<file path="src/rtl/arbiter_pkg.sv">
// arbiter_pkg: shared state type and port constants for the round-robin output arbiter
package arbiter_pkg;
   typedef enum logic {IDLE, SERVE} arb_state_t;
   localparam int ARB_N_PORTS = 5;
   localparam int PORT_L = 0;
   localparam int PORT_N = 1;
   localparam int PORT_E = 2;
   localparam int PORT_W = 3;
   localparam int PORT_S = 4;
endpackage

</file>
<file path="src/rtl/rr_pick.sv">
// rr_pick: first set request bit scanning circularly upwards from start
module rr_pick #(
   parameter int N  = 5,
   parameter int IW = $clog2(N)
) (
   input  logic [N-1:0]  req,
   input  logic [IW-1:0] start,
   output logic          valid,
   output logic [IW-1:0] idx
);
   always_comb begin
      idx = '0;
      for (int k = N - 1; k >= 0; k--)
         if (req[(int'(start) + k) % N]) idx = IW'((int'(start) + k) % N);
   end
   assign valid = |req;
endmodule

</file>
<file path="src/rtl/arbiter_rr.sv">
// arbiter_rr: round-robin output-port arbiter with RTS/DCTS handshake; ARB_HOLD_LIMIT_EN adds a per-owner burst limit
module arbiter_rr
   import arbiter_pkg::*;
#(
   parameter int N_PORTS  = ARB_N_PORTS,
   parameter int IDX_W    = $clog2(N_PORTS),
   parameter int MAX_HOLD = 4
) (
   input  logic               clk,
   input  logic               rst,
   input  logic [N_PORTS-1:0] req,
   input  logic               dcts,
   output logic [N_PORTS-1:0] grant,
   output logic [N_PORTS-1:0] xbar_sel,
   output logic               rts,
   output logic [IDX_W-1:0]   owner
);
   arb_state_t         state, state_d;
   logic [IDX_W-1:0]   owner_d, ptr, ptr_d, owner_inc, start, pick_idx;
   logic               rts_d, pick_valid, xfer, limit;
   logic [N_PORTS-1:0] owner_oh;

   assign owner_inc = (owner == IDX_W'(N_PORTS - 1)) ? '0 : owner + 1'b1;
   assign start     = (state == IDLE) ? ptr : owner_inc;
   assign owner_oh  = N_PORTS'(1) << owner;
   assign xfer      = (state == SERVE) && rts && dcts;
   assign grant     = xfer ? owner_oh : '0;
   assign xbar_sel  = (state == SERVE) ? owner_oh : '0;

   rr_pick #(.N(N_PORTS), .IW(IDX_W)) u_pick (
      .req   (req),
      .start (start),
      .valid (pick_valid),
      .idx   (pick_idx)
   );

`ifdef ARB_HOLD_LIMIT_EN
   localparam int HOLD_W = $clog2(MAX_HOLD + 1);
   logic [HOLD_W-1:0] hold_cnt, hold_cnt_d;
   // the counter saturates, so a long burst yields at its next grant once anyone else asks
   assign limit      = xfer && (hold_cnt == HOLD_W'(MAX_HOLD - 1)) && |(req & ~owner_oh);
   assign hold_cnt_d = (state_d != SERVE || owner_d != owner) ? '0 :
                       (xfer && hold_cnt != HOLD_W'(MAX_HOLD - 1)) ? hold_cnt + 1'b1 : hold_cnt;
   always_ff @(posedge clk or negedge rst)
      if (!rst) hold_cnt <= '0;
      else      hold_cnt <= hold_cnt_d;
`else
   assign limit = 1'b0;
`endif

   always_comb begin
      state_d = state;
      owner_d = owner;
      ptr_d   = ptr;
      rts_d   = rts;
      if (state == IDLE) begin
         rts_d = 1'b0;
         if (pick_valid) begin
            state_d = SERVE;
            owner_d = pick_idx;
         end
      end else if (!(rts && !dcts)) begin
         rts_d = !xfer;
         if (!req[owner] || limit) begin
            ptr_d   = owner_inc;
            state_d = pick_valid ? SERVE : IDLE;
            owner_d = pick_valid ? pick_idx : '0;
            rts_d   = pick_valid && !xfer;
         end
      end
   end

   always_ff @(posedge clk or negedge rst)
      if (!rst) begin
         state <= IDLE;
         owner <= '0;
         ptr   <= '0;
         rts   <= 1'b0;
      end else begin
         state <= state_d;
         owner <= owner_d;
         ptr   <= ptr_d;
         rts   <= rts_d;
      end
endmodule
</file>
<file path="config.mk">
export PLATFORM = sky130hd
export DESIGN_NAME = arbiter_rr
export DESIGN_NICKNAME = d
export VERILOG_FILES = /design/src/rtl/arbiter_pkg.sv /design/src/rtl/rr_pick.sv /design/src/rtl/arbiter_rr.sv
export SDC_FILE = /design/constraint.sdc
export NUM_CORES = 1
export LEC_CHECK = 0
export ABC_AREA = 1
export BUFFER_PORTS_ARGS = -buffer_cell sky130_fd_sc_hd__buf_2
export CAP_MARGIN = 25
export CORE_ASPECT_RATIO = 0.6
export CORE_MARGIN = 5
export CORE_UTILIZATION = 60
export DETAILED_ROUTE_END_ITERATION = 8
export GPL_ROUTABILITY_DRIVEN = 0
export GPL_TIMING_DRIVEN = 0
export HOLD_SLACK_MARGIN = 0.03
export PLACE_DENSITY = 0.9
export SYNTH_ARGS = -nofsm -noshare
export SYNTH_HDL_FRONTEND = slang
export SYNTH_SLANG_ARGS = --single-unit
export TNS_END_PERCENT = 5
</file>
<file path="constraint.sdc">
create_clock -name clk -period 4.1 [get_ports clk]
set_input_delay 0.615 -clock clk [delete_from_list [all_inputs] [get_ports clk]]
set_output_delay 0.615 -clock clk [all_outputs]
set_load 0.05 [all_outputs]
</file>
======== Yosys cells after proc, flatten, opt, wreduce, memory -nomap -nowiden ========
Index checks and enable logic that the tools add are counted.
word-level totals
  bits in registers ....................... 8
  bits in latches ......................... 0
  bits in writable memories ............... 0
  memory bits (read-only) ................. 0
  bits of input ports ..................... 8
  output and inout bits ................... 14
  logic and storage cells ................. 74
  memories ................................ 0
cells by class
  add/subtract/negate cells ............... 5
  $mul .................................... 0
  div/mod/pow operators ................... 5
  $lt $le $gt $ge ......................... 6
  equal/unequal tests ..................... 3
  shifts and indexed selects .............. 1
  muxes and demuxes ....................... 38
  bitwise gates (word level) .............. 2
  reductions and logical operators ........ 10
operators by type and width
  operator                                                      number
  less-than comparator 32 x 5 -> 1 bit (second input constant)  5
  modulo 32 x 4 -> 32 bit (second input constant)               4
  two-way mux 3 bit                                             12
  modulo 4 x 4 -> 32 bit (second input constant)                1
  binary-select mux 1 bit (select 3 bit)                        6
  two-way mux 1 bit                                             18
  two-way mux 5 bit                                             2
  adder 3 x 2 -> 4 bit (second input constant)                  2
  AND reduction 3 bit                                           2
  OR reduction 5 bit                                            1
  << shifter 1 x 3 -> 5 bit (first input constant)              1
  adder 3 x 1 -> 4 bit (second input constant)                  1
  adder 3 x 3 -> 4 bit (second input constant)                  1
  logical AND 1 bit                                             4
  less-than comparator 3 x 4 -> 1 bit (second input constant)   1
  != test 2 bit (second input constant)                         2
  adder 3 x 1 -> 3 bit (second input constant)                  1
  == test 3 bit (second input constant)                         1
  zero test 1 bit                                               2
  NOT 1 bit                                                     2
  nonzero test 2 bit                                            1

======== Logic depth before layout (Yosys ltp) ========
Gate-level depths: netlist of run 1.
  depth in word-level cells ............... 17
  mapped depth ............................ 30
  gate-level depth less buffers ........... 30

======== Modules after synthesis ========
Synthesis of run 1 repeated with hierarchy kept, for this count alone.
unflattened totals
  cells, all modules ...................... 319
  area total of the unflattened synthesis .. 1,933.1 um^2
by module, submodules not included
  module      times used  cells each  area an instance (um^2)  sequential area each (um^2)
  rr_pick     1           225         1,293.7                  0.0
  arbiter_rr  1           94          639.4                    200.2

======== Worst setup path before layout of run 1 ========
OpenSTA, ideal clock, no wires.
  kind .................................... reg2reg
  from .................................... register owner[0]
  to ...................................... register owner[1]
  setup time .............................. 0.118 ns
  arrival ................................. 4.022 ns
  required time ........................... 3.982 ns
  path slack .............................. -0.040 ns
  stages on the path, launching flop included .. 29
  path buffers ............................ 0
  clock period less this slack ............ 4.140 ns
  path through ............................ dfrtp_1 -> inv_2 -> ha_1 -> inv_1 -> nand2_1 -> o21ai_0 -> inv_1 -> ha_1 -> inv_1 -> nand2_1 -> nand3_1 -> o21a_1 -> ha_1 -> inv_1 -> or2_2 -> nand2_2 -> nand3_1 -> nand2_1 -> nand3_1 -> nor2_1 -> inv_1 -> nand2_1 -> nand2_1 -> nand3_1 -> nand2_1 -> nand2_1 -> nand2_1 -> nand2_1 -> nand2_1
on the way
  longest elaborated chain between the ends .. 17
  elaborated cells between the ends (all ways) .. 42
  classes of those cells .................. add/sub: 5; div: 5; eq/ne: 2; mux: 29; reduce/logical: 1
RTL lines
  what                                                          RTL line          RTL
  start, declared                                               arbiter_rr.sv:16  output logic [IDX_W-1:0] owner
  start signal, assigned                                        arbiter_rr.sv:81  owner <= owner_d;
  adder 3 x 1 -> 3 bit / == test 3 bit (equally long branches)  arbiter_rr.sv:23  assign owner_inc = (owner == IDX_W'(N_PORTS - 1)) ? '0 : owner + 1'b1;
  two-way mux 3 bit *                                           arbiter_rr.sv:23
  via owner_inc[1]                                              arbiter_rr.sv:19  logic [IDX_W-1:0] owner_d, ptr, ptr_d, owner_inc, start, pick_idx;
  two-way mux 3 bit *                                           arbiter_rr.sv:24  assign start = (state == IDLE) ? ptr : owner_inc;
  adder 3 x 3 -> 4 bit                                          rr_pick.sv:14     if (req[(int'(start) + k) % N]) idx = IW'((int'(start) + k) % N);
  modulo 32 x 4 -> 32 bit                                       rr_pick.sv:14
  binary-select mux 1 bit (select 3 bit)                        rr_pick.sv:14
  two-way mux 1 bit (implied by the code) (2 in a row)          rr_pick.sv:14
  two-way mux 3 bit (4 in a row)                                rr_pick.sv:14
  two-way mux 3 bit *                                           rr_pick.sv:14
  two-way mux 3 bit                                             arbiter_rr.sv:67  owner_d = pick_valid ? pick_idx : '0;
  two-way mux 3 bit                                             arbiter_rr.sv:64  if (!req[owner] || limit) begin
  two-way mux 3 bit                                             arbiter_rr.sv:62  end else if (!(rts && !dcts)) begin
  two-way mux 3 bit *                                           arbiter_rr.sv:56  if (state == IDLE) begin
The timed path passes the listed nets; every way through them passes the cells marked *. The select of a mux whose other input is x is not followed.
A chain may end at the register's enable or synchronous reset.

======== Worst setup path after layout of run 1 ========
  from .................................... register owner[0]
  to ...................................... register owner[1]
on the way
  longest elaborated chain between the ends .. 17
  elaborated cells between the ends (all ways) .. 42
  classes of those cells .................. add/sub: 5; div: 5; eq/ne: 2; mux: 29; reduce/logical: 1
RTL lines
  what                                                          RTL line
  adder 3 x 1 -> 3 bit / == test 3 bit (equally long branches)  arbiter_rr.sv:23
  two-way mux 3 bit                                             arbiter_rr.sv:23
  two-way mux 3 bit                                             arbiter_rr.sv:24
  adder 3 x 3 -> 4 bit                                          rr_pick.sv:14
  modulo 32 x 4 -> 32 bit                                       rr_pick.sv:14
  binary-select mux 1 bit (select 3 bit)                        rr_pick.sv:14
  two-way mux 1 bit (implied by the code) (2 in a row)          rr_pick.sv:14
  two-way mux 3 bit (5 in a row)                                rr_pick.sv:14
  two-way mux 3 bit                                             arbiter_rr.sv:67
  two-way mux 3 bit                                             arbiter_rr.sv:64
  two-way mux 3 bit                                             arbiter_rr.sv:62
  two-way mux 3 bit                                             arbiter_rr.sv:56
Parallel ways exist; a longest one is shown, timed or not. The select of a mux whose other input is x is not followed.

==> results.ini, run 1 <==
[outcome]
status = finished, final reports clean

[logic_synthesis]
yosysUniqueCellTypes = 38
syn_inst = 308
synth_edf_count = 0
yosys_warnings = 0
synth_top_area_share_pct = 18.2
synth_nets = 342
async_flop_share_pct = 100
syn_area_um2 = 1860
syn_avg_cell_area_um2 = 6.02
ys_seq_elements = 8
synth_ff_type = dfrtp_1
post-synth-top-area-cell = nand2_1
synth-seq-area-share_pct = 10.8
yosys-top-cells-area = nand2_1 (18%), ha_1 (17%), dfrtp_1 (11%), inv_1 (9.7%), nand3_1 (8.9%)

[layout]
diodes = 0
nNetsFinal = 371
drive_gt1_share_pct = 21.1
layout_commonest_cell = nand2_1
final_cells = 378
syn2layout_area_growth_pct = 16.3
fillers = 239
final_cell_mix = nand2_1 (85), inv_1 (47), nand3_1 (30)

[global_route]
grt_pass1_vias = 1708
grt_antenna_before_repair = 0
grt_util_all_layers_pct = 23.1
grt_first_pass_wirelength_um = 7800
overflow = 0
grt_max_degree = 12

[critical_path]
cp.depth = 26
crit_family = simple AND/OR/NAND/NOR gates
cpMostUsedCell = nand2_1
max_stage_delay_ns = 0.46
crit_required_ns = 4.24
cp-end-kind = flip-flop
crit_fanout = 11
crit_buf_inv = 3
reg2reg_depth = 26
path_class = flip-flop to flip-flop
cpMaxStageDelayCell = dfrtp_2
worstPathArrival_ns = 3.89
start_kind = flip-flop

[timing]
drv_slew = 0
final.setup.tns_ns = 0
fin_crit_ns = 3.75
post-route-period-util_pct = 91.5
hold_violations = 0
max_freq_mhz = 266
skew_ns = 0.0136
relSlewSlack_pct = 59.1
setup_violations = 0
worstMarginPinSlew_ns = 0.607

[detailed_routing]
drt-total-wl_um = 4840
route.detailed.drc = 0
drt_iter0_drc = 240
ant_nets = 0
via_count = 2048
dr.pass1.iters = 5
viasPerCell = 5.42
wire_per_inst_um = 12.8

[die]
die_h_um = 53.1
std_cell_rows = 15
io_pins = 22
initial_core_util_pct = 63.8
die-area_um2 = 4340
die_w_um = 81.8
coreArea_um2 = 2910

[worst_hold_path]
worstHoldPathType = input pin to async pin

[cts]
path_clk_slew_ns = 0.06
cts_root_buffer = clkbuf_8
hold_buffers = 0
numClockSinks = 8
clock_path_buffers = 2
insertion_delay_ns = 0.25
cts_tree = done
htreeDepth = 1
cts_made_buffers = 3

[place]
hpwl_um = 3790
port_buffers = 21
dp.cells = 371

[flow_run]
cap_violations = 0

==> layout make-up <==
class / count / area [um^2] / area share [%]
Buffer: 2 / 18.8 / 0.870
Tap cell: 42 / 52.6 / 2.44
Inverter: 53 / 213 / 9.86
Sequential cell: 8 / 203 / 9.40
Clock buffer: 4 / 45.0 / 2.09
Timing Repair Buffer: 24 / 128 / 5.92
Multi-Input combinational cell: 245 / 1500 / 69.4
==> registers in the layout (all words and copies together), names as in the netlist <==
| name | count |
|---|---|
| rts | 1 |
| state | 1 |
| ptr | 3 |
| owner | 3 |
==> layer usage <==
metal	vias up	global-route usage [%]	part of all wire, %
met2	90	33.5	42
met5	-	0	0
li1	1047	-	-
met3	15	4.25	6.7
met4	0	3.31	1.4
met1	896	35.4	50
==> path summary, 6_finish.rpt <==
kind / startpoint / slack [ns] / to
hold reg to reg: ptr[2] / 0.50 / ptr[2]
max in group asynchronous: rst / 3.70 / ptr[2]
min in group clk: ptr[2] / 0.50 / ptr[2]
setup / recovery: owner[0] / 0.35 / owner[1]
hold / removal: rst / 0.21 / owner[2]
setup reg to reg: owner[0] / 0.35 / owner[1]
==> per-stage QoR <==
| stage | util, % | hold WS (ns) | setup WS, ns | cell area, um^2 |
|---|---|---|---|---|
| 6_report | 74.2 | 0.208 | 0.348 | 2160 |
| 5_1_grt | 74.2 | 0.221 | -0.0129 | 2160 |
| 4_1_cts | 71.0 | 0.213 | 0.185 | 2060 |
| 3_5_place_dp | 69.3 | 0.474 | -0.229 | 2020 |
| 3_3_place_gp | 69.3 | 0.467 | -0.121 | 2020 |
| 2_1_floorplan | - | 0.319 | 0.154 | 1860 |
==> synthesized netlist by cell type (2+ instances only) <==
cell type,n
nand2_1,90
inv_1,48
nand3_1,33
ha_1,25
nor2_1,24
o21ai_0,12
nand2_2,9
dfrtp_1,8
nor3_1,6
o211ai_1,6
a21oi_1,5
o21ai_1,5
nand3_2,4
inv_2,3
nand2_4,3
nand4_1,3
nor4_1,2
xor2_1,2
==> worst reg2reg max path, cell delays in order (launching register included) <==
cell and delay [ns]:
dfrtp_2 0.46, ha_1 0.24, ha_1 0.27, inv_1 0.09, nand3_2 0.15, nand2_8 0.16
ha_2 0.26, inv_1 0.11, nand2_2 0.14, nand3_1 0.09, o21a_1 0.15, ha_1 0.21
or2_2 0.30, nand2_2 0.12, nand3_2 0.12, nand2_2 0.10, nand3_1 0.06, nor2_1 0.13
inv_1 0.09, nand2_1 0.07, nand2_1 0.05, nand3_1 0.06, nand2_1 0.05, nand2_1 0.05
nand2_1 0.05, nand2_1 0.05, nand2_1 0.04
==> what timing repair did <==
item | in CTS | in global routing
endpoints found under the setup margin | 3 | 3
pin swaps | 0 | 1
gates resized for setup | 3 | 16
setup buffers | 0 | 3
==> kinds of logic (layout without fill, tap and decap cells) <==
logic type,count (synthesis),in the layout,synth area share (%)
AO/OA/AOI/OAI,36,36,12.2
adder cells (fa/ha/maj),26,26,17.9
XOR/XNOR,4,4,2.90
flip-flops,8,8,10.8
buffers and inverters,55,83,11.9
AND/OR/NAND/NOR,179,179,44.3
Power of run 1 is left out: the tool's default activity adds up to more than one toggle a clock period on the data nets, which glitch-free logic cannot reach.
==> inputs of run 2 (changes only) <==
Settings changed: CORE_ASPECT_RATIO 0.6 to 0.9.
==> results.ini, run 2 (synthesized netlist as in run 1, its figures left out) <==
[outcome]
status = finished, final reports clean

[critical_path]
crit_start = owner[0]
cpMostUsedCell = nand2_1
rr_endpoint = owner[2]
crit_buf_inv = 2
cp-end-kind = flip-flop
reg2reg_slack_ns = 0.26
path_class = flip-flop to flip-flop
worstPathArrival_ns = 4.02
cpMaxStageDelayCell = dfrtp_2
crit_family = simple AND/OR/NAND/NOR gates
crit_fanout = 11
crit_required_ns = 4.28
reg2reg_depth = 26
max_stage_delay_ns = 0.46
timing.rr.start = owner[0]
start_kind = flip-flop

[global_route]
grt_util_all_layers_pct = 21.3
grt_pass1_vias = 1734
grt_max_degree = 12
grt_first_pass_wirelength_um = 7450
overflow = 0
grt_antenna_before_repair = 0

[detailed_routing]
via_count = 2119
dr.pass1.iters = 5
viasPerCell = 5.52
wire_per_inst_um = 12.4
ant_nets = 0
drt-total-wl_um = 4780
route.detailed.drc = 0
drt_iter0_drc = 181

[timing]
final.setup.tns_ns = 0
relSlewSlack_pct = 61.9
worstMarginPinSlew_ns = 0.565
max_freq_mhz = 260
hold_violations = 0
fin_crit_ns = 3.84
hold_ws_ns = 0.162
setup_violations = 0
post-route-period-util_pct = 93.7
skew_ns = 0.0220
drv_slew = 0

[flow_run]
cap_violations = 0

[place]
port_buffers = 21
hpwl_um = 3520

[cts]
htreeDepth = 1
clock_path_buffers = 2
cts_tree = done
cts_root_buffer = clkbuf_4
path_clk_slew_ns = 0.08
numClockSinks = 8
insertion_delay_ns = 0.28
cts_made_buffers = 3

[layout]
final_cell_mix = nand2_1 (87), inv_1 (47), nand3_1 (33)
syn2layout_area_growth_pct = 16.6
diodes = 0
layout_commonest_cell = nand2_1
nNetsFinal = 377
fillers = 263
reg.largest.list = owner: 3 flops, ptr: 3 flops
drive_gt1_share_pct = 21.1

[worst_hold_path]
worstHoldPathType = input pin to async pin

[die]
initial_core_util_pct = 61.5
die-area_um2 = 4310
die_w_um = 68.6
coreArea_um2 = 3020
die_h_um = 62.8
io_pins = 22
std_cell_rows = 19

run 2: changes by cell type in the layout (fill, tap and decap cells not counted):
cell and delta:
buf_4 +6, nand2_2 -2, clkbuf_8 -3, nand3_1 +3
nand2_1 +2, clkbuf_4 +3, nand3_2 -3
run 2: what timing repair did:
| item | CTS | global route |
|---|---|---|
| pin swaps | 0 | 1 |
| resized for setup | 3 | 11 |
| buffers inserted | 0 | 9 |
| setup endpoints to repair | 3 | 3 |
| hold buffers | 0 | 0 |
run 2: metrics by stage:
step	setup WS, ns	cells	cell area, um^2	utilization, %
floorplan	0.154	308	1860	-
global placement	-0.135	371	2020	66.8
detailed placement	-0.229	371	2020	66.8
CTS	0.172	375	2050	67.8
global route	-0.103	384	2160	71.7
finish	0.260	384	2160	71.7
run 2: area by class of cell:
cell class | count | area, um^2 | share of cell area, %
Tap cell | 42 | 52.6 | 2.43
Timing Repair Buffer | 30 | 173 | 7.98
Buffer | 2 | 18.8 | 0.868
Multi-Input combinational cell | 245 | 1480 | 68.3
Inverter | 53 | 213 | 9.83
Sequential cell | 8 | 203 | 9.37
Clock buffer | 4 | 26.3 | 1.21
run 2: how the worst max path moves through the flow:
stage	cells past startpoint	endpoint	slack [ns]
after floorplan	28	owner[1]	0.15
after global placement	28	owner[2]	-0.14
after detailed placement	28	owner[2]	-0.23
after CTS	26	owner[2]	0.17
after global routing	29	owner[2]	-0.10
final	26	owner[2]	0.26
run 2: metal layers:
metal | share of wire [%] | vias up | global-route usage (%) | routed length [um]
met1 | 45 | 964 | 30.1 | 2150
met4 | 2.4 | 0 | 4.22 | 115
met5 | 0 | - | 0 | 0
met2 | 46 | 82 | 33.8 | 2190
li1 | - | 1057 | - | -
met3 | 6.7 | 16 | 3.06 | 319
Power of run 2 is left out for the same reason.
==> inputs of run 3 (changes only) <==
Settings changed: CORE_UTILIZATION 60 to 61, CTS_BUF_LIST set to sky130_fd_sc_hd__clkbuf_8, PLACE_DENSITY 0.9 to 0.91.
==> results.ini, run 3 (synthesized netlist as in run 1, its figures left out) <==
[outcome]
status = finished, final reports clean

[cts]
hold_buffers = 0
htreeDepth = 1
cts_root_buffer = clkbuf_8
clock_path_buffers = 2
cts_tree = done
insertion_delay_ns = 0.22
numClockSinks = 8
cts_made_buffers = 3
path_clk_slew_ns = 0.04

[timing]
skew_ns = 0.00649
post-route-period-util_pct = 93.6
relSlewSlack_pct = 60.4
fin_crit_ns = 3.84
hold_violations = 0
worstMarginPinSlew_ns = 0.587
max_freq_mhz = 261
drv_slew = 0
setup_violations = 0

[global_route]
grt_max_degree = 12
overflow = 0
grt_util_all_layers_pct = 22.3
grt_antenna_before_repair = 0
grt_first_pass_wirelength_um = 7790
grt_pass1_vias = 1913

[layout]
final_cell_mix = nand2_1 (88), inv_1 (48), nand3_1 (32)
syn2layout_area_growth_pct = 19.6
nNetsFinal = 379
diodes = 0
layout_commonest_cell = nand2_1
fillers = 241
reg.largest.list = owner: 3 flops, ptr: 3 flops
final_cells = 386
drive_gt1_share_pct = 21.8

[critical_path]
start_kind = flip-flop
cp-end-kind = flip-flop
max_stage_delay_ns = 0.45
reg2reg_depth = 29
worstPathArrival_ns = 3.95
cpMaxStageDelayCell = dfrtp_2
path_class = flip-flop to flip-flop
cpMostUsedCell = nand2_1
crit_fanout = 8
crit_required_ns = 4.21

[place]
port_buffers = 21
hpwl_um = 3550
dp.cells = 371

[die]
coreArea_um2 = 3000
initial_core_util_pct = 61.9
die_h_um = 62.3
std_cell_rows = 19
die-area_um2 = 4250
die_w_um = 68.1
io_pins = 22

[flow_run]
cap_violations = 0

[detailed_routing]
viasPerCell = 5.39
ant_nets = 0
route.detailed.drc = 0
wire_per_inst_um = 12.4
via_count = 2079
drt-total-wl_um = 4780
drt_iter0_drc = 144
dr.pass1.iters = 4

[worst_hold_path]
worstHoldPathType = input pin to async pin

run 3: critical path: cells and delay by family, from the launching register on:
| family | cells | cell delay [ns] |
|---|---|---|
| flops | 1 | 0.45 |
| compound gates | 1 | 0.18 |
| simple gates | 20 | 2.04 |
| buf+inv | 5 | 0.46 |
| fa+ha+maj | 3 | 0.58 |
run 3: final cells by class:
| cell class | instances | area (um^2) | area share, % |
|---|---|---|---|
| multi-input combinational | 245 | 1490 | 67.0 |
| inverter | 53 | 213 | 9.58 |
| sequential | 8 | 203 | 9.13 |
| timing repair buffer | 32 | 200 | 9.02 |
| tap | 42 | 52.6 | 2.37 |
| clock buffer | 3 | 41.3 | 1.86 |
| buffer | 2 | 18.8 | 0.846 |
| clock inverter | 1 | 3.75 | 0.169 |
run 3: routing by layer:
layer	global-route usage, %	part of all wire [%]	vias up
met2	41.9	53	52
met5	0	0	-
met1	27.5	42	959
met3	1.26	3.5	8
met4	3.23	1.6	0
li1	-	-	1060
run 3: repair_timing:
item,CTS,global route
pin swaps,0,2
setup endpoints to repair,3,3
resized for setup,3,13
buffers inserted,0,11
endpoints found under the hold margin,0,0
run 3: path summary, 6_finish.rpt:
check	from	to	slack (ns)
worst max-delay path	owner[0]	owner[1]	0.26
worst min-delay path	rst	owner[2]	0.22
worst max register to register	owner[0]	owner[1]	0.26
worst min register to register	ptr[0]	ptr[0]	0.49
max in group asynchronous	rst	owner[0]	3.71
min in group clk	ptr[0]	ptr[0]	0.49
run 3: metrics by stage:
step	utilization [%]	setup TNS, ns	setup slack [ns]	instance area, um^2	hold WS (ns)
final	74.1	0	0.261	2220	0.218
after global routing	74.1	-0.178	-0.0825	2220	0.215
after CTS	68.9	0	0.124	2060	0.217
after detailed placement	67.3	-0.849	-0.307	2020	0.455
after global placement	67.3	-0.610	-0.217	2020	0.455
after floorplan	-	0	0.154	1860	0.319
Power of run 3 is left out for the same reason.
